### config.mk
export PLATFORM = sky130hd
export DESIGN_NAME = gb_irq_ctrl
export DESIGN_NICKNAME = d
export VERILOG_FILES = /design/src/rtl/gb_irq_ctrl.sv
export SDC_FILE = /design/constraint.sdc
export NUM_CORES = 1
export LEC_CHECK = 0
export CAP_MARGIN = 30
export CORE_MARGIN = 1
export CORE_UTILIZATION = 44
export CTS_CLUSTER_DIAMETER = 100
export DETAILED_ROUTE_END_ITERATION = 7
export PLACE_DENSITY = 0.84
export RECOVER_POWER = 100
export SETUP_SLACK_MARGIN = 0.05
export SYNTH_ARGS = -nofsm -noshare
export SYNTH_HDL_FRONTEND = slang
export SYNTH_SLANG_ARGS = --single-unit
### constraint.sdc
create_clock -name clk -period 4 [get_ports clk]
set_input_delay 0.8 -clock clk [delete_from_list [all_inputs] [get_ports clk]]
set_output_delay 0.8 -clock clk [all_outputs]
set_load 0.02 [all_outputs]
### src/rtl/gb_irq_ctrl.sv
// Game Boy interrupt controller: IF/IE/IME state and 5 M-cycle dispatch sequencer.
// Define GB_IRQ_IE_CANCEL_EN to resolve the vector late (end of PUSH_HI) with cancel.
module gb_irq_ctrl #(
    parameter int          NUM_IRQ       = 5,
    parameter logic [15:0] IF_ADDR       = 16'hFF0F,
    parameter logic [15:0] IE_ADDR       = 16'hFFFF,
    parameter logic [15:0] VECTOR_BASE   = 16'h0040,
    parameter int          VECTOR_STRIDE = 8
) (
    input  logic               clk,
    input  logic               reset,
    input  logic [15:0]        addr_i,
    input  logic [7:0]         data_i,
    input  logic               wr_en_i,
    output logic [7:0]         rd_data_o,
    output logic               rd_hit_o,
    input  logic [NUM_IRQ-1:0] irq_req_i,
    input  logic               ime_set_i,
    input  logic               ime_clr_i,
    input  logic               reti_i,
    input  logic               dispatch_start_i,
    output logic               irq_pending_o,
    output logic               irq_take_o,
    output logic               ime_o,
    output logic               dispatch_busy_o,
    output logic [2:0]         dispatch_stage_o,
    output logic [15:0]        vector_o,
    output logic               vector_valid_o
);

    localparam int IDX_W = (NUM_IRQ > 1) ? $clog2(NUM_IRQ) : 1;

    typedef enum logic [2:0] {
        IDLE    = 3'd0,
        WAIT1   = 3'd1,
        WAIT2   = 3'd2,
        PUSH_HI = 3'd3,
        PUSH_LO = 3'd4,
        JUMP    = 3'd5
    } state_t;

    state_t state_q, state_d;

    logic [NUM_IRQ-1:0] if_q, req_q, if_wr, rise, clr_mask, src;
    logic [7:0]         ie_q, ie_wr;
    logic               ime_q, ime_d;
    logic [15:0]        vec_d;
    logic               if_sel, ie_sel, accept;
    logic               hit_any;
    logic [IDX_W-1:0]   hit_idx;

    function automatic logic [15:0] vec_of(input logic [IDX_W-1:0] n);
        return VECTOR_BASE + 16'(n) * 16'(VECTOR_STRIDE);
    endfunction

    assign if_sel = (addr_i == IF_ADDR);
    assign ie_sel = (addr_i == IE_ADDR);
    assign if_wr  = (wr_en_i && if_sel) ? data_i[NUM_IRQ-1:0] : if_q;
    assign ie_wr  = (wr_en_i && ie_sel) ? data_i : ie_q;
    assign rise   = irq_req_i & ~req_q;
    assign accept = dispatch_start_i & irq_take_o;

    assign irq_pending_o = |(if_q & ie_q[NUM_IRQ-1:0]);
    assign ime_o         = ime_q;
    assign rd_hit_o      = if_sel | ie_sel;

    always_comb begin
        rd_data_o = 8'h00;
        if (if_sel)
            rd_data_o = {{(8 - NUM_IRQ){1'b1}}, if_q};
        else if (ie_sel)
            rd_data_o = ie_q;
    end

    // Late mode sees this cycle's bus writes; early mode snapshots at accept.
`ifdef GB_IRQ_IE_CANCEL_EN
    assign src = if_wr & ie_wr[NUM_IRQ-1:0];
`else
    assign src = if_q & ie_q[NUM_IRQ-1:0];
    logic [IDX_W-1:0] lat_idx_q;
`endif

    always_comb begin
        hit_any = 1'b0;
        hit_idx = '0;
        for (int i = NUM_IRQ - 1; i >= 0; i--) begin
            if (src[i]) begin
                hit_any = 1'b1;
                hit_idx = IDX_W'(i);
            end
        end
    end

    always_comb begin
        clr_mask = '0;
        vec_d    = vector_o;
        if (state_q == PUSH_HI) begin
`ifdef GB_IRQ_IE_CANCEL_EN
            if (hit_any) begin
                clr_mask[hit_idx] = 1'b1;
                vec_d = vec_of(hit_idx);
            end else begin
                vec_d = 16'h0000;
            end
`else
            clr_mask[lat_idx_q] = 1'b1;
            vec_d = vec_of(lat_idx_q);
`endif
        end
    end

    always_comb begin
        ime_d = ime_q;
        if (accept)
            ime_d = 1'b0;
        else if (ime_clr_i)
            ime_d = 1'b0;
        else if (ime_set_i || reti_i)
            ime_d = 1'b1;
    end

    always_ff @(posedge clk or negedge reset) begin
        if (!reset) begin
            req_q    <= '0;
            if_q     <= '0;
            ie_q     <= 8'h00;
            ime_q    <= 1'b0;
            vector_o <= 16'h0000;
        end else begin
            req_q    <= irq_req_i;
            if_q     <= (if_wr & ~clr_mask) | rise;
            ie_q     <= ie_wr;
            ime_q    <= ime_d;
            vector_o <= vec_d;
        end
    end

`ifndef GB_IRQ_IE_CANCEL_EN
    always_ff @(posedge clk or negedge reset) begin
        if (!reset)
            lat_idx_q <= '0;
        else if (accept && hit_any)
            lat_idx_q <= hit_idx;
    end
`endif

    always_ff @(posedge clk or negedge reset) begin
        if (!reset)
            state_q <= IDLE;
        else
            state_q <= state_d;
    end

    always_comb begin
        state_d = state_q;
        unique case (state_q)
            IDLE:    state_d = accept ? WAIT1 : IDLE;
            WAIT1:   state_d = WAIT2;
            WAIT2:   state_d = PUSH_HI;
            PUSH_HI: state_d = PUSH_LO;
            PUSH_LO: state_d = JUMP;
            JUMP:    state_d = IDLE;
            default: state_d = IDLE;
        endcase
    end

    always_comb begin
        irq_take_o       = irq_pending_o & ime_q & (state_q == IDLE);
        dispatch_busy_o  = (state_q != IDLE);
        dispatch_stage_o = state_q;
        vector_valid_o   = (state_q == PUSH_LO) || (state_q == JUMP);
    end

endmodule

Word-level counts from Yosys, hierarchy flattened --
Index checks and enable logic that the tools add are counted.
Storage, ports and cells: register bits after elaboration 41, bits in latches 0, memory bits (writable) 0, memory bits (read-only) 0, logic and storage cells 58, memories 0
Cells by class: add/subtract/negate cells 1, $mul 0, divide/modulo/power cells 0, $lt $le $gt $ge 2, eq/ne operators 7, shifts and indexed selects 0, multiplexer cells 21, bitwise logic cells 10, reductions and logical operators 10
Operator list (number):
- $eq 16x16->1 const B | 2
- $mux 8 | 2
- $and 5x5->5 | 3
- $mux 3 | 5
- $pmux 3 s5 | 1
- $mux 1 | 10
- $mux 5 | 2
- $not 5->5 | 2
- $add 7x6->8 const A | 1
- $eq 3x2->1 const B | 2
- $eq 3x3->1 const B | 2
- $reduce_bool 3->1 | 2
- $or 5x5->5 | 1
- $reduce_or 5->1 | 1
- $logic_and 1x1->1 | 4
- $lt 3x4->1 const B | 1
- $and 1x1->1 | 3
- $demux 1 s3 | 1
- $eq 3x1->1 const B | 1
- $ge 3x1->1 const B | 1
- $logic_not 3->1 | 1
- $logic_or 1x1->1 | 2
- $or 1x1->1 | 1

Depth between registers and ports, before layout --
Gate-level depths: netlist (run 1).
depth after elaboration 8, mapped depth 5, mapped depth without buffers 4

Least setup slack after synthesis (run 1) --
OpenSTA, ideal clock, no wires.
path kind input port to output port, start point input port addr_i[6], end point output port rd_data_o[5], arrival time 2382 ps, required time 3200 ps, slack 818 ps, stages on the path 3, cell sequence or4_4 a2111oi_2 o21a_1
Between the ends: word-level cells in the longest chain between the ends 3, elaborated cells between the ends (all ways) 4, classes of those cells eq/ne: 2; mux: 2
Ends and longest elaborated chain:
- start, declared | line 12 | input logic [15:0] addr_i,
- $eq 16x16->1 | line 57 | assign ie_sel = (addr_i == IE_ADDR);
- $mux 8 | line 71 | else if (ie_sel)
- $mux 8 (*) | line 69 | if (if_sel)
- end, declared | line 15 | output logic [7:0] rd_data_o,
Every way passes the cells marked *; elsewhere a longest branch is shown, timed or not.

Worst setup path in the final report (run 1) --
start point input port addr_i[6], end point output port rd_data_o[6]
The elaborated chain is that of the path after synthesis.

==> results of run 1 <==
## what timing repair did
action / CTS / global route
gates resized for setup: 1 / 1
pin swaps: 0 / 0
hold endpoints to repair: 0 / 0
endpoints found under the setup margin: 1 / 1
## registers in the layout (all words and copies together), names as in the netlist
signal	cells
lat_idx_q	3
ie_q	8
req_q	5
if_q	5
vector_o	4
dispatch_stage_o	3
ime_o	1
## critical path: cells and delay by family
family                 cells  cell delay, ns
and+or+nand+nor            2            0.89
AOI/OAI and AO/OA          1            0.11
buffers and inverters      3            1.31
## report_power, final
group,internal (W),leakage (nW),switching [W]
Clock,0.000102,0.0413,0.000105
Sequential,0.000319,0.357,0.0000377
Combinational,0.000115,0.584,0.000119
Total,0.000535,0.982,0.000262
## routing by layer
layer  routed length, um  GRT usage (%)  vias to the layer above
li1                    -              -                      614
met1                1523          27.56                      646
met2                2031          36.89                       57
met3                 224          7.889                        6
met4                  77          11.69                        0
met5                   0              0                        -
## path summary, 6_finish.rpt
kind | end | depth (start not counted) | startpoint
worst max-delay path | rd_data_o[6] | 6 | addr_i[6]
worst min register to register | vector_o[6]$_DFFE_PN0P_ | 1 | vector_o[6]$_DFFE_PN0P_
worst min-delay path | vector_o[6]$_DFFE_PN0P_ | 1 | vector_o[6]$_DFFE_PN0P_
max in group asynchronous | if_q[2]$_DFF_PN0_ | 2 | reset
worst max register to register | lat_idx_q[1]$_DFFE_PN0P_ | 4 | dispatch_stage_o[2]$_DFF_PN0_
min in group asynchronous | ime_o$_DFFE_PN0P_ | 2 | reset
## cell type report
| type | count | area share (%) |
|---|---|---|
| clock buffer | 7 | 2.990 |
| clock inverter | 1 | 0.2300 |
| inverter | 7 | 1.208 |
| multi-input combinational | 95 | 32.43 |
| sequential | 29 | 33.35 |
| tap | 44 | 2.530 |
| timing repair buffer | 60 | 27.26 |
## cell usage in the layout, fill, tap and decap left out
master,count
a2111oi_4,1
a211o_1,1
a21o_1,1
a21oi_1,1
a22o_1,7
a32oi_1,6
and3_1,1
and3b_1,1
and4bb_2,1
buf_12,1
buf_4,2
clkbuf_1,2
clkbuf_4,5
clkbuf_8,2
clkdlybuf4s50_1,33
clkinv_2,1
conb_1,12
dfrtp_1,29
dlygate4sd3_1,22
inv_1,7
mux2_2,13
nand2_1,8
nand3_1,3
nand3b_1,2
nand4_1,9
nor2_1,4
nor2b_1,4
nor3_1,3
nor4_1,2
nor4_4,1
o211ai_1,3
o211ai_2,2
o21a_1,3
o21ai_0,1
o22a_1,1
o31a_1,1
or2_2,1
or4_4,1
xnor2_1,1
## logic make-up (layout without fill, tap and decap cells)
family                    Yosys count  in the layout  synth area share (%)
muxes                              13             13                 9.669
DFF                                29             29                 47.93
AOI/OAI and AO/OA                  28             28                 16.03
and+or+nand+nor                    41             41                 16.53
buffers and inverters              22             75                 9.008
other                               1             12                0.2477
xor gates and xnor gates            1              1                0.5786
## metrics by stage
stage	worst slack [ns]	hold slack [ns]	cell area [um^2]	utilization, %	std cells
6_report	0.09228	0.4994	2176	69.01	243
5_1_grt	0.03461	0.5278	2176	69.01	243
4_1_cts	0.1283	0.5142	2186	69.33	243
3_5_place_dp	0.05488	0.4910	2103	66.71	235
3_3_place_gp	0.1717	0.4509	2103	66.71	235
2_1_floorplan	0.8183	0.4802	1555	-	146
==> run_results.csv, run 1 <==
group,metric,value,unit
synthesis,seq_area_frac_synth,47.93,%
power,power,0.0007978,W
synthesis,synth.distinct_cells,35,
cells_and_area,nFillCells,244,
global_route,overflow,0,
synthesis,netlist_instances,135,
drt,viasPerCell,5.444,
cells_and_area,nNetsFinal,234,
critical_path,cp.arrival,3.11,ns
timing,clock.fmax,255.9,MHz
clock_network,post_cts_buffers,0,
power,cellLeakagePower,0.9821,nW
cells_and_area,area_delta_synth_final,43.72,%
drt,vias,1323,
synthesis,ys_ff_latch,29,
outcome,violations,"capacitance limit, slew limit",
floorplan,die-area,0.003680,mm^2
critical_path,rrSetupSlack,2.13,ns
floorplan,die_h,60.66,um
floorplan,ioPinCount,69,
drt,wl_per_cell,15.87,um
clock_network,cts_buffer_depth,2,
timing,rsz0062_at_grt,"no",
timing,layout_min_cycle_time,3.908,ns
drt,firstDrtPassIters,4,
synthesis,yosys.area.top_type,"dfrtp_1",
global_route,grt_pass1_vias,1223,
drt,route.detailed.drc,0,
floorplan,core,0.003153,mm^2
synthesis,synth_area,0.001514,mm^2
timing,fin_worst_skew,0.01003,ns
floorplan,start_util,48.02,%
clock_network,clock-sinks,29,
timing,slew_headroom,-1.628,%
clock_network,cts_made_buffers,5,
timing,tns,0,ns
place,io_buffers,56,
clock_network,cts_tree,"yes",
run,cap_violations,1,
drt,drt_wl_total,3856,um
global_route,grt_pass1_wl,5899,um
synthesis,yosysTopAreaCellShare,47.93,%
global_route,track_usage,23.00,%
cells_and_area,antenna_cells,0,
synthesis,synth_ff_type,"dfrtp_1",
drt,drt-initial-drc-count,86,
power,ir_drop,192.2,uV
timing,setup_viol,0,
synthesis,synth-async-reset-ratio,100.0,%
min_path,hold_path_class,"reg2reg",
outcome,status,"finished, violations left",
cells_and_area,layout.area.seq,725.7,um^2
floorplan,die_w,60.66,um
synthesis,ys_warn_count,0,
clock_network,ctsHtreeMaxLevel,2,
place,place_congestion,0.7832,
timing,worstMarginPinSlew,1.524,ns
critical_path,cp-end-kind,"output port",
synthesis,avgSynthCellArea,11.21,um^2
place,place_hpwl,2974,um
global_route,antenna_found_initial,0,
clock_network,holdBufCountCts,0,
clock_network,clk_pin_slew_worst_paths,0.09,ns
critical_path,cp-start-kind,"input pin",
critical_path,crit_chain,"clkdlybuf4s50_1 -> or4_4 -> nor4_4 -> buf_4 -> o21a_1 -> dlygate4sd3_1",
synthesis,synth.area.top_cells,"dfrtp_1, mux2_2, buf_4, a22o_1, nand4_1",
critical_path,critPathMaxStageDelay,0.68,ns
timing,hold_viol,0,
critical_path,worstSetupPathType,"in2out",
cells_and_area,multi_input_area,705.7,um^2
synthesis,synthTopCellsByCount,"dfrtp_1, mux2_2, buf_4, nand4_1, nand2_1",
critical_path,cp_slowest_cell,"dlygate4sd3_1",
cells_and_area,drive_gt1_share,15.58,%
global_route,grt_max_degree,30,
timing,period_share,97.69,%
synthesis,synth_edf_count,0,
power,p_per_area,366.7,mW/mm^2
critical_path,crit_required,3.20,ns
clock_network,cts_root_buffer,"clkbuf_4",
timing,drv_slew,30,
clock_network,clk_latency,0.34,ns
floorplan,rows,20,
critical_path,cp_max_fo,3,
drt,antenna_left,0,
synthesis,yosysMostFrequentCell,"dfrtp_1",
(Power assumes the default switching activity.)
==> inputs of run 2 (changes only) <==
--- a/config.mk
+++ b/config.mk
@@ -10,6 +10,7 @@
 export CORE_UTILIZATION = 44
 export CTS_CLUSTER_DIAMETER = 100
 export DETAILED_ROUTE_END_ITERATION = 7
+export MAX_ROUTING_LAYER = met4
 export PLACE_DENSITY = 0.84
 export RECOVER_POWER = 100
 export SETUP_SLACK_MARGIN = 0.05
==> run 2 against run 1 <==
The run still ends with capacitance limit, slew limit left. Register-to-register slack about the same. Hold slack about the same. Critical path depth stayed put. Clock-buffer cell count stayed put. Sequential share of layout area stayed put. Cell area did not move. Critical endpoint unchanged.
==> run_results.csv, run 2 (synthesized netlist as in run 1, its figures left out) <==
group,metric,value,unit
outcome,status,"finished, violations left",
outcome,violations,"capacitance limit, slew limit",
cells_and_area,reg_top3,"ie_q (8), if_q (5), req_q (5)",
clock_network,clk_latency,0.34,ns
drt,vias,1325,
cells_and_area,nFillCells,244,
global_route,grt_pass1_wl,5934,um
cells_and_area,final_cell_mix,"clkdlybuf4s50_1, dfrtp_1, dlygate4sd3_1",
timing,clock.fmax,256.0,MHz
critical_path,cp-start-kind,"input pin",
cells_and_area,area_delta_synth_final,43.72,%
global_route,antenna_found_initial,0,
timing,setup_viol,0,
clock_network,holdBufCountCts,0,
clock_network,post_cts_buffers,0,
timing,layout_min_cycle_time,3.907,ns
drt,drt-initial-drc-count,77,
cells_and_area,instances_no_fill,243,
place,dp.cells,235,
global_route,overflow,0,
power,cellLeakagePower,0.9821,nW
power,power,0.0007968,W
cells_and_area,drive_gt1_share,15.58,%
timing,tns,0,ns
timing,slew_headroom,-3.777,%
drt,antenna_left,0,
timing,worst_slack,0.09302,ns
timing,worstMarginPinSlew,1.557,ns
drt,viasPerCell,5.453,
clock_network,clock-sinks,29,
critical_path,cp-end-kind,"output port",
place,io_buffers,56,
timing,hold_viol,0,
floorplan,die_w,60.66,um
floorplan,die-area,0.003680,mm^2
drt,drt_wl_total,3865,um
cells_and_area,nNetsFinal,234,
clock_network,cts_root_buffer,"clkbuf_4",
cells_and_area,final_common_cell,"clkdlybuf4s50_1",
global_route,track_usage,23.99,%
place,place_hpwl,2974,um
drt,wl_per_cell,15.91,um
power,combPwrFrac,29.4,%
cells_and_area,antenna_cells,0,
clock_network,clk_pin_slew_worst_paths,0.09,ns
cells_and_area,largest-register,"ie_q",
power,p_per_area,366.2,mW/mm^2
power,clkPwrFrac,26.0,%
timing,drv_slew,30,
power,seq_power_share,44.6,%
critical_path,worstSetupPathType,"in2out",
floorplan,die_h,60.66,um
timing,period_share,97.67,%
power,switching_share,32.81,%
global_route,grt_pass1_vias,1215,
drt,firstDrtPassIters,4,
critical_path,cp.arrival,3.11,ns
timing,rsz0062_at_grt,"no",
floorplan,core,0.003153,mm^2
place,place_congestion,0.7940,
floorplan,rows,20,
clock_network,cts_resized,1,
global_route,grt_max_degree,30,
clock_network,ctsHtreeMaxLevel,2,
run,cap_violations,1,
cells_and_area,largest_register_ffs,8,
cells_and_area,layout.area.seq,725.7,um^2
critical_path,cp_max_fo,3,
timing,fin_worst_skew,0.01010,ns
power,p_switching,0.0002615,W
clock_network,cts_buffer_depth,2,
timing,holdWs,0.4994,ns
place,pre_cts_slack,0.05488,ns
floorplan,ioPinCount,69,
power,p_int,0.0005353,W
power,ir_drop,192.2,uV
critical_path,crit_required,3.20,ns
min_path,hold_path_class,"reg2reg",
clock_network,cts_made_buffers,5,
clock_network,cts_tree,"yes",
drt,route.detailed.drc,0,
floorplan,start_util,48.02,%
cells_and_area,multi_input_area,705.7,um^2
run 2: cell counts in the layout (fill, tap and decap cells not counted):
No cell type changed its count.
run 2: metrics by stage:
step	utilization [%]	cell area [um^2]
5_1_grt	69.01	2176
2_1_floorplan	-	1555
3_5_place_dp	66.71	2103
4_1_cts	69.33	2186
3_3_place_gp	66.71	2103
6_report	69.01	2176
run 2: worst paths after layout:
| check | from | endpoint | slack [ns] | cells past startpoint |
|---|---|---|---|---|
| max | addr_i[6] | rd_data_o[6] | 0.09 | 6 |
| min | vector_o[6]$_DFFE_PN0P_ | vector_o[6]$_DFFE_PN0P_ | 0.50 | 1 |
| max reg2reg | dispatch_stage_o[2]$_DFF_PN0_ | lat_idx_q[1]$_DFFE_PN0P_ | 2.14 | 4 |
| min reg2reg | vector_o[6]$_DFFE_PN0P_ | vector_o[6]$_DFFE_PN0P_ | 0.50 | 1 |
| max in group asynchronous | reset | ie_q[2]$_DFFE_PN0P_ | 1.73 | 2 |
| min in group asynchronous | reset | ime_o$_DFFE_PN0P_ | 1.36 | 2 |
run 2: final cells by class:
type / count / share of cell area [%]
Inverter: 7 / 1.208
Tap cell: 44 / 2.530
Sequential cell: 29 / 33.35
Clock inverter: 1 / 0.2300
Clock buffer: 7 / 2.990
Timing Repair Buffer: 60 / 27.26
Multi-Input combinational cell: 95 / 32.43
run 2: metal layers:
metal	global-route usage, %	wire (um)
met4	11.69	80
met5	-	0
met3	8.529	235
met1	27.97	1531
met2	36.73	2018
run 2: critical path: stages:
cell,delay [ns]
clkdlybuf4s50_1,0.43
or4_4,0.58
nor4_4,0.31
buf_4,0.20
o21a_1,0.11
dlygate4sd3_1,0.68
run 2: power groups by stage:
| stage | clock (W) | combinational [W] | sequential (W) |
|---|---|---|---|
| 3_5_place_dp | 0 | 0.000248 | 0.000361 |
| 6_report | 0.000207 | 0.000234 | 0.000356 |
| 2_1_floorplan | 0 | 0.000117 | 0.000378 |
| 4_1_cts | 0.000210 | 0.000249 | 0.000356 |
| 5_1_grt | 0.000232 | 0.000249 | 0.000360 |
| 3_3_place_gp | 0 | 0.000240 | 0.000359 |
==> inputs of run 3 (changes only) <==
--- a/config.mk
+++ b/config.mk
@@ -5,9 +5,10 @@
 export SDC_FILE = /design/constraint.sdc
 export NUM_CORES = 1
 export LEC_CHECK = 0
+export ABC_AREA = 1
 export CAP_MARGIN = 30
 export CORE_MARGIN = 1
-export CORE_UTILIZATION = 44
+export CORE_UTILIZATION = 45
 export CTS_CLUSTER_DIAMETER = 100
 export DETAILED_ROUTE_END_ITERATION = 7
 export MAX_ROUTING_LAYER = met4
@@ -17,3 +18,4 @@
 export SYNTH_ARGS = -nofsm -noshare
 export SYNTH_HDL_FRONTEND = slang
 export SYNTH_SLANG_ARGS = --single-unit
+export TNS_END_PERCENT = 100
==> run 3 against run 2 <==
The run now ends clean. Worst setup slack better by 0.23 ns. Register-to-register slack better by 0.48 ns. Flip-flop and latch count unchanged. Clock skew down 0.0066 ns. Non-clock buffer count down 3. Sequential share of layout area down 0.68 points. Via count up 13%. Synthesized cell count up 59%. Sequential power down 5%. Cell area up 2.1%. Largest cell class unchanged.
==> run_results.csv, run 3 <==
group,metric,value,unit
clock_network,cts_tree,"yes",
timing,layout_min_cycle_time,3.678,ns
clock_network,clk_pin_slew_worst_paths,0.09,ns
place,io_buffers,56,
global_route,grt_pass1_vias,1370,
timing,slew_headroom,0.8253,%
power,cellLeakagePower,1.164,nW
timing,hold_viol,0,
timing,period_share,91.96,%
synthesis,ys_warn_count,0,
global_route,track_usage,19.94,%
critical_path,rr_endpoint,"vector_o[3]$_DFFE_PN0P_",
clock_network,cts_buffer_depth,2,
clock_network,post_cts_buffers,0,
power,p_per_area,314.6,mW/mm^2
run,cap_violations,0,
floorplan,core,0.003416,mm^2
critical_path,worstSetupPathType,"in2out",
floorplan,die-area,0.003899,mm^2
clock_network,clock-sinks,29,
cells_and_area,largest_register_ffs,8,
critical_path,crit_required,3.20,ns
critical_path,crit_path_end,"rd_data_o[7]",
place,place_hpwl,2655,um
synthesis,synth_ff_type,"dfrtp_1",
critical_path,crit_start,"addr_i[1]",
timing,clock.fmax,271.9,MHz
place,pre_cts_slack,0.4079,ns
synthesis,seq_area_frac_synth,44.14,%
power,switching_share,33.29,%
global_route,overflow,0,
cells_and_area,drive_gt1_share,6.159,%
drt,drt_wl_total,3373,um
synthesis,ys_ff_latch,29,
synthesis,yosysTopAreaCellShare,44.14,%
global_route,antenna_found_initial,0,
timing,rsz0062_at_grt,"no",
synthesis,synth_edf_count,0,
critical_path,rrSetupSlack,2.62,ns
cells_and_area,antenna_cells,0,
cells_and_area,largest-register,"ie_q",
timing,worst_slack,0.3216,ns
floorplan,rows,21,
critical_path,cp.arrival,2.88,ns
floorplan,start_util,48.13,%
clock_network,holdBufCountCts,0,
global_route,grt_pass1_wl,5934,um
power,ir_drop,267.8,uV
critical_path,worstRegToRegCells,5,
clock_network,cts_resized,0,
min_path,hold_path_class,"reg2reg",
drt,route.detailed.drc,0,
synthesis,synth.distinct_cells,19,
place,place_congestion,0.8486,
clock_network,ctsHtreeMaxLevel,2,
drt,viasPerCell,4.643,
power,p_int,0.0004662,W
cells_and_area,area_delta_synth_final,35.08,%
critical_path,reg2reg_from,"dispatch_stage_o[1]$_DFF_PN0_",
synthesis,synthTopCellsByCount,"nand2_1, dfrtp_1, inv_1, nand3_1, buf_4",
global_route,grt_max_degree,30,
synthesis,yosys.area.top_type,"dfrtp_1",
timing,fin_worst_skew,0.003451,ns
floorplan,die_h,62.45,um
cells_and_area,reg_top3,"ie_q (8), if_q (5), req_q (5)",
power,combPwrFrac,28.6,%
critical_path,cp_max_fo,13,
critical_path,cp-end-kind,"output port",
clock_network,cts_made_buffers,5,
timing,tns,0,ns
power,seq_power_share,48.2,%
timing,drv_slew,0,
critical_path,cp-start-kind,"input pin",
synthesis,synth-async-reset-ratio,100.0,%
synthesis,synth_area,0.001644,mm^2
clock_network,cts_root_buffer,"clkbuf_4",
synthesis,avgSynthCellArea,7.683,um^2
timing,setup_viol,0,
drt,firstDrtPassIters,4,
timing,holdWs,0.4697,ns
synthesis,netlist_instances,214,
synthesis,synth.area.top_cells,"dfrtp_1, nand2_1, inv_1, nand3_1, buf_4",
cells_and_area,final_common_cell,"nand2_1",
cells_and_area,final_cell_mix,"nand2_1, inv_1, dfrtp_1",
power,power,0.0006987,W
drt,drt-initial-drc-count,34,
power,clkPwrFrac,23.2,%
floorplan,ioPinCount,69,
synthesis,yosysMostFrequentCell,"nand2_1",
drt,wl_per_cell,10.48,um
drt,antenna_left,0,
floorplan,die_w,62.45,um
cells_and_area,nNetsFinal,311,
drt,vias,1495,
clock_network,clk_latency,0.31,ns
outcome,status,"complete, no violations",
power,p_switching,0.0002326,W
timing,worstMarginPinSlew,1.488,ns
-- run 3: changes by cell type in the layout (fill, tap and decap cells not counted), sizes merged, moves of 5 or more --
cell / before / now
dlygate4sd3: 22 / 28
o21ai: 1 / 8
nand2: 8 / 80
a22o: 7 / 0
inv: 7 / 29
nand3: 3 / 22
mux2: 13 / 0
nor2: 4 / 15
a32oi: 6 / 0
clkdlybuf4s50: 33 / 28
o211ai: 5 / 0
-- run 3: kinds of logic (layout without fill, tap and decap cells) --
family / Yosys count / count (layout) / synth area share [%]
compound gates: 13 / 13 / 4.261
buf+inv: 43 / 94 / 13.47
flops: 29 / 29 / 44.14
other cells: 1 / 12 / 0.2281
simple gates: 128 / 128 / 37.90
-- run 3: power by group through the flow --
| stage | combinational, W | sequential [W] | clock [W] |
|---|---|---|---|
| final | 0.000200 | 0.000337 | 0.000162 |
| after global routing | 0.000223 | 0.000342 | 0.000178 |
| after CTS | 0.000218 | 0.000339 | 0.000166 |
| after detailed placement | 0.000217 | 0.000345 | 0 |
| after global placement | 0.000214 | 0.000344 | 0 |
| after floorplan | 0.000107 | 0.000359 | 0 |
-- run 3: worst max-delay path, stage by stage --
cell           delay, ns
dlygate4sd3_1       0.52
nand2_1             0.10
nor2_4              0.10
nand3_1             0.12
nor3_4              0.39
nand2_1             0.09
nand2_1             0.07
dlygate4sd3_1       0.69
-- run 3: layout make-up --
class | count | area [um^2]
fill | 292 | 1195
sequential | 29 | 725.7
multi-input combinational | 153 | 713.2
timing repair buffer | 57 | 564.3
inverter | 29 | 108.9
tap | 46 | 57.56
clock buffer | 6 | 41.29
clock inverter | 2 | 10.01
-- run 3: worst min-delay path by stage --
| stage | start | endpoint | slack [ns] | cells after the start |
|---|---|---|---|---|
| final | vector_o[6]$_DFFE_PN0P_ | vector_o[6]$_DFFE_PN0P_ | 0.47 | 1 |
| after global routing | vector_o[6]$_DFFE_PN0P_ | vector_o[6]$_DFFE_PN0P_ | 0.49 | 1 |
| after CTS | vector_o[6]$_DFFE_PN0P_ | vector_o[6]$_DFFE_PN0P_ | 0.48 | 1 |
| after detailed placement | vector_o[6]$_DFFE_PN0P_ | vector_o[6]$_DFFE_PN0P_ | 0.46 | 1 |
| after global placement | vector_o[6]$_DFFE_PN0P_ | vector_o[6]$_DFFE_PN0P_ | 0.45 | 1 |
| after floorplan | ie_q[5]$_DFFE_PN0P_ | ie_q[5]$_DFFE_PN0P_ | 0.44 | 2 |
-- run 3: layer usage --
layer | track usage, % | part of all wire, % | vias up
met3 | 5.109 | 4.0 | 10
met1 | 24.88 | 47 | 667
li1 | - | - | 778
met2 | 30.84 | 47 | 40
met5 | - | 0 | -
met4 | 8.140 | 2.5 | 0
-- run 3: stage by stage --
| step | instance area (um^2) | cells | utilization, % |
|---|---|---|---|
| floorplan | 1685 | 225 | - |
| global placement | 2198 | 314 | 64.36 |
| detailed placement | 2198 | 314 | 64.36 |
| CTS | 2250 | 322 | 65.86 |
| global route | 2221 | 322 | 65.02 |
| finish | 2221 | 322 | 65.02 |
==> RTL edit 1, RTL diff (settings of run 1) <==
Build with the macro `GB_IRQ_IE_CANCEL_EN` defined.
--- a/src/rtl/gb_irq_ctrl.sv
+++ b/src/rtl/gb_irq_ctrl.sv
@@ -2,2 +2,4 @@
 // Define GB_IRQ_IE_CANCEL_EN to resolve the vector late (end of PUSH_HI) with cancel.
+`define GB_IRQ_IE_CANCEL_EN
+
 module gb_irq_ctrl #(
Formal check against the unedited RTL: not equivalent (a bounded check fails within 10 cycles, from zero or initial values and one cycle with reset low).
==> RTL edit 1 against run 1 <==
- worst hold slack worse by 0.039 ns
- register-to-register slack better by 0.14 ns
- count of clock-buffer cells in the layout down 4
- setup slack better by 0.10 ns
- design area down 5.5%
- total power down 28%
- wire length down 6.1%
- sequential cell count down 3
- synthesized area down 2.1%
- first-iteration DRC count down 29%
- clock skew down 0.0045 ns
==> RTL edit 1: results (changes against run 1) <==
qor: run_status.status complete, no violations
qor: power_and_ir_drop.power_leakage 0.972 nW [-1.0%]
qor: grt.grt_use_total 0.217 [-0.0126]
qor: drt.wl 3.62 mm [-6.1%]
qor: cts.postCtsResizedCells 0 [-1]
qor: critical_path.cp.arrival 3.00 ns [-0.11 ns]
qor: placement.gp_congestion 0.888 [+13%]
qor: drt.detailedRoute.firstIterationViolations 61 [-29%]
qor: synthesis.largest_cells_by_area_after_synthesis sky130_fd_sc_hd__dfrtp_1, sky130_fd_sc_hd__mux2_2, sky130_fd_sc_hd__buf_4
qor: finish.drive_above_1_share 0.118 [-0.0376]
qor: drt.dr.pass1.iters 5 [+1]
qor: synthesis.synth-seq-area-share 0.439 [-0.0405]
qor: drt.drt-wirelength-per-cell 14.7 µm [-7.6%]
qor: timing.tightest_slew 0.943 ns [-0.581 ns]
qor: cts.ctsHtreeMaxLevel 1 [-1]
qor: power_and_ir_drop.vdd.ir_drop.worst 0.204 mV [+5.9%]
qor: flow_run.maxCapViolCount 0 [-1]
qor: placement.placedCellCount 244 [+3.8%]
qor: critical_path.worst-r2r-cell-count 6 [+2]
qor: synthesis.synth.distinct_cells 43 [+23%]
qor: synthesis.synth_commonest_cells sky130_fd_sc_hd__dfrtp_1, sky130_fd_sc_hd__buf_4, sky130_fd_sc_hd__nand2_1
qor: cts.cts_inserted_buffers 3 [-2]
qor: critical_path.timing.critical_path.fanout_max 9 [+6]
qor: placement.hpwlAfterDp 2.93 mm [-1.4%]
qor: placement.cell_area_placed 2080 µm² [-1.1%]
qor: grt.via_count_of_the_first_global_routing_pass 1,301 [+6.4%]
qor: drt.routed-via-count 1,358 [+2.6%]
qor: grt.wire_length_of_the_first_global_routing_pass 5.76 mm [-2.3%]
qor: grt.grt_max_degree 19 [-37%]
qor: cts.worstSkewPairLatency 0.32 ns [-0.02 ns]
RTL edit 1: cell count changes after synthesis, moves of 4 or more:
cell                      delta
sky130_fd_sc_hd__a21oi_1     +6
sky130_fd_sc_hd__mux2_2      -4
sky130_fd_sc_hd__a21o_1      +5
sky130_fd_sc_hd__nand4_1     -8
sky130_fd_sc_hd__a32oi_1     -6
RTL edit 1: final timing paths:
path	slack, ns	end	startpoint
max reg2reg	2.27	if_q[4]$_DFF_PN0_	dispatch_stage_o[2]$_DFF_PN0_
min	0.46	if_q[3]$_DFF_PN0_	req_q[3]$_DFF_PN0_
max	0.20	rd_data_o[3]	addr_i[3]
min in group asynchronous	0.83	req_q[0]$_DFF_PN0_	reset
max in group asynchronous	1.99	if_q[4]$_DFF_PN0_	reset
min reg2reg	0.46	if_q[3]$_DFF_PN0_	req_q[3]$_DFF_PN0_
RTL edit 1: logic make-up after synthesis:
group | count (synthesis) | share of synthesized area
compound gates | 39 | 0.199
simple gates | 45 | 0.192
mux | 9 | 0.0684
other cells | 1 | 0.00253
flops | 26 | 0.439
buf+inv | 22 | 0.0937
xor+xnor | 1 | 0.00591
RTL edit 1: report_power, final:
group | switching [mW] | internal (mW)
Sequential | 0.0177 | 0.279
Combinational | 0.0926 | 0.0824
Clock | 0.0709 | 0.0353
RTL edit 1: worst max-delay path: stages:
cell and delay [ns]:
sky130_fd_sc_hd__clkdlybuf4s50_1 0.46, sky130_fd_sc_hd__nand4_1 0.18, sky130_fd_sc_hd__or2_2 0.35, sky130_fd_sc_hd__nor3b_1 0.20
sky130_fd_sc_hd__buf_4 0.19, sky130_fd_sc_hd__a22o_1 0.16, sky130_fd_sc_hd__dlygate4sd3_1 0.67
RTL edit 1: layer usage:
metal / GRT usage / wire (µm) / vias up
li1: - / - / 622
met1: 0.259 / 1390 / 645
met2: 0.389 / 1880 / 85
met3: 0.0281 / 298 / 6
met4: 0.0963 / 54 / 0
met5: 0 / 0 / -
RTL edit 1: cell type report:
cell class	instances	area [µm²]
Tap cell	44	55.1
Clock buffer	3	22.5
Inverter	8	30.0
Fill cell	264	1070
Sequential cell	26	651
Multi-Input combinational cell	106	711
Timing Repair Buffer	60	587
RTL edit 1: metrics by stage:
step | utilization | power (mW) | hold WS (ns) | setup slack [ns]
after detailed placement | 0.665 | 0.494 | 0.444 | 0.277
after CTS | 0.672 | 0.600 | 0.462 | 0.265
after global routing | 0.657 | 0.610 | 0.486 | 0.0874
final | 0.657 | 0.578 | 0.461 | 0.196
after global placement | 0.656 | 0.486 | 0.419 | 0.290
after floorplan | - | 0.400 | 0.400 | 0.922
==> RTL edit 2, RTL diff (config.mk and constraints of run 1) <==
Without the edit above. Add an input register stage for `reti_i`, with the module's reset; this delays it by one clock. The other inputs are not delayed to match.
--- a/src/rtl/gb_irq_ctrl.sv
+++ b/src/rtl/gb_irq_ctrl.sv
@@ -40,2 +40,12 @@
     } state_t;
+
+    logic reti_q;
+
+    always_ff @(posedge clk or negedge reset) begin
+        if (!reset) begin
+            reti_q <= '0;
+        end else begin
+            reti_q <= reti_i;
+        end
+    end
 
@@ -117,3 +127,3 @@
             ime_d = 1'b0;
-        else if (ime_set_i || reti_i)
+        else if (ime_set_i || reti_q)
             ime_d = 1'b1;
Behaviour: not the same (Yosys sat finds a counterexample within 4 cycles, from zero or initial values and one cycle with reset low).
==> RTL edit 2 against run 1 <==
- total power shrank 5.3%
- sequential share of layout area increased by 1.1 points
- sequential cell count up 1
- die area grew 1.6%
- critical endpoint is now rd_data_o[3]
- design area is 0.23% higher
- setup slack improved by 0.037 ns
- wire length decreased by 8.4%
- clock power shrank 24%
- final cell count rose by 0.82%
- sequential power up 3%
- highest routed layer unchanged
- global-route usage decreased by 1.6 points
- synthesized area is 1.7% higher
- register-to-register slack better by 0.06 ns
==> RTL edit 2: results (changes against run 1) <==
qor: placement.hpwlAfterDp 2.68 mm [-9.8%]
qor: placement.portBuffers 56 [unchanged]
qor: grt.wire_length_of_the_first_global_routing_pass 5.73 mm [-2.9%]
qor: finish.drive_above_1_share 0.136 [-0.0201]
qor: critical_path.crit_path_top_delay_cell sky130_fd_sc_hd__clkdlybuf4s50_1
qor: critical_path.cp.arrival 3.07 ns [-0.04 ns]
qor: cts.worstSkewPairLatency 0.33 ns
qor: drt.detailedRoute.firstIterationViolations 21 [-76%]
qor: cts.cts_inserted_buffers 5 [unchanged]
qor: synthesis.synth_commonest_cells sky130_fd_sc_hd__dfrtp_1, sky130_fd_sc_hd__mux2_2, sky130_fd_sc_hd__buf_4
qor: finish.diodes 0 [unchanged]
qor: timing.clock-skew-final 0.00898 ns [-0.00105 ns]
qor: critical_path.crit_path_largest_cell_delay 0.61 ns [-0.07 ns]
qor: drt.drt-wirelength-per-cell 14.4 µm [-9.2%]
qor: power_and_ir_drop.power_leakage 0.980 nW [-0.23%]
qor: placement.gp_congestion 0.824 [+5.3%]
qor: cts.postCtsResizedCells 0 [-1]
qor: drt.routed-via-count 1,310 [-0.98%]
qor: finish.fin_nets 235 [+0.43%]
qor: power_and_ir_drop.vdd.ir_drop.worst 0.244 mV [+27%]
qor: cts.cts_setup_buffers 0 [unchanged]
qor: grt.grt_max_degree 24 [-20%]
qor: critical_path.timing.critical_path.fanout_max 18 [+15]
qor: synthesis.yosys_warnings 0 [unchanged]
qor: finish.biggestRegsByFlops ie_q: 8 flops, if_q: 5 flops, req_q: 5 flops
qor: synthesis.largest_cells_by_area_after_synthesis sky130_fd_sc_hd__dfrtp_1, sky130_fd_sc_hd__mux2_2, sky130_fd_sc_hd__buf_4
qor: grt.antenna_found_initial 0 [unchanged]
qor: cts.clk_pin_slew 0.07 ns [-0.02 ns]
qor: finish.fillerInstances 261 [+7.0%]
qor: critical_path.cpLargestDelayFamily buffers and inverters
qor: hold_path.holdCritPathClass register to register
qor: timing.timing.max_slew.rel_slack 0.389 [+0.406]
qor: cts.max-clock-path-buffers 2 [unchanged]
qor: grt.grt_use_total 0.214 [-0.0161]
qor: finish.largest_register_ff_count 8 [unchanged]
qor: run_status.status complete, no violations
qor: cts.clock_tree.root_cell sky130_fd_sc_hd__clkbuf_4
qor: cts.ctsHtreeMaxLevel 2 [unchanged]
qor: synthesis.synth-seq-area-share 0.488 [+0.00847]
qor: drt.dr.pass1.iters 4 [unchanged]
qor: synthesis.share_of_async_settable_or_async_resettable_flops_after_synthesis 1.00 [unchanged]
qor: synthesis.synth.distinct_cells 35 [unchanged]
-- RTL edit 2: cell count changes in the layout (fill, tap and decap cells not counted), sizes merged --
cell	delta
dfrtp	+1
dlygate4sd3	+3
clkinv	-1
clkdlybuf4s50	-2
buf	-1
-- RTL edit 2: layout make-up --
class	instances	share of cell area
clock buffers	7	0.0207
flip-flops and latches	30	0.344
well taps	46	0.0264
repair buffers	60	0.273
inverters	7	0.0120
multi-input cells	95	0.324
-- RTL edit 2: path summary, 6_finish.rpt --
kind | from | slack (ns) | endpoint | cells past startpoint
max in group asynchronous | reset | 2.10 | req_q[0]$_DFF_PN0_ | 2
min reg2reg | vector_o[6]$_DFFE_PN0P_ | 0.47 | vector_o[6]$_DFFE_PN0P_ | 1
min | vector_o[6]$_DFFE_PN0P_ | 0.47 | vector_o[6]$_DFFE_PN0P_ | 1
max | addr_i[4] | 0.13 | rd_data_o[3] | 6
max reg2reg | dispatch_stage_o[2]$_DFF_PN0_ | 2.19 | lat_idx_q[1]$_DFFE_PN0P_ | 4
min in group asynchronous | reset | 0.77 | dispatch_stage_o[0]$_DFF_PN0_ | 1
-- RTL edit 2: routing by layer --
layer / global-route usage / share of wire
met3: 0.0714 / 0.051
met5: 0 / 0
met1: 0.262 / 0.41
met2: 0.345 / 0.52
met4: 0.0942 / 0.013
-- RTL edit 2: cells by family after synthesis --
group	count (synthesis)	share of synthesized area
XOR/XNOR	1	0.00569
multiplexers	13	0.0951
AND/OR/NAND/NOR	41	0.163
other	1	0.00244
flip-flops	30	0.488
buffers and inverters	22	0.0886
AO/OA/AOI/OAI	28	0.158
-- RTL edit 2: per-stage QoR --
step                utilization  setup slack [ns]  cells  area (µm²)  hold WS (ns)
floorplan                     -             0.818    147        1580         0.480
global placement          0.636             0.169    237        2120         0.453
detailed placement        0.636             0.105    237        2120         0.457
CTS                       0.650            0.0989    244        2170         0.477
global route              0.654            0.0381    245        2180         0.499
finish                    0.654             0.129    245        2180         0.465
-- RTL edit 2: power by group --
group / switching (mW) / internal [mW] / leakage, nW
logic: 0.117 / 0.115 / 0.586
clock network: 0.0924 / 0.0661 / 0.0254
registers: 0.0363 / 0.329 / 0.369
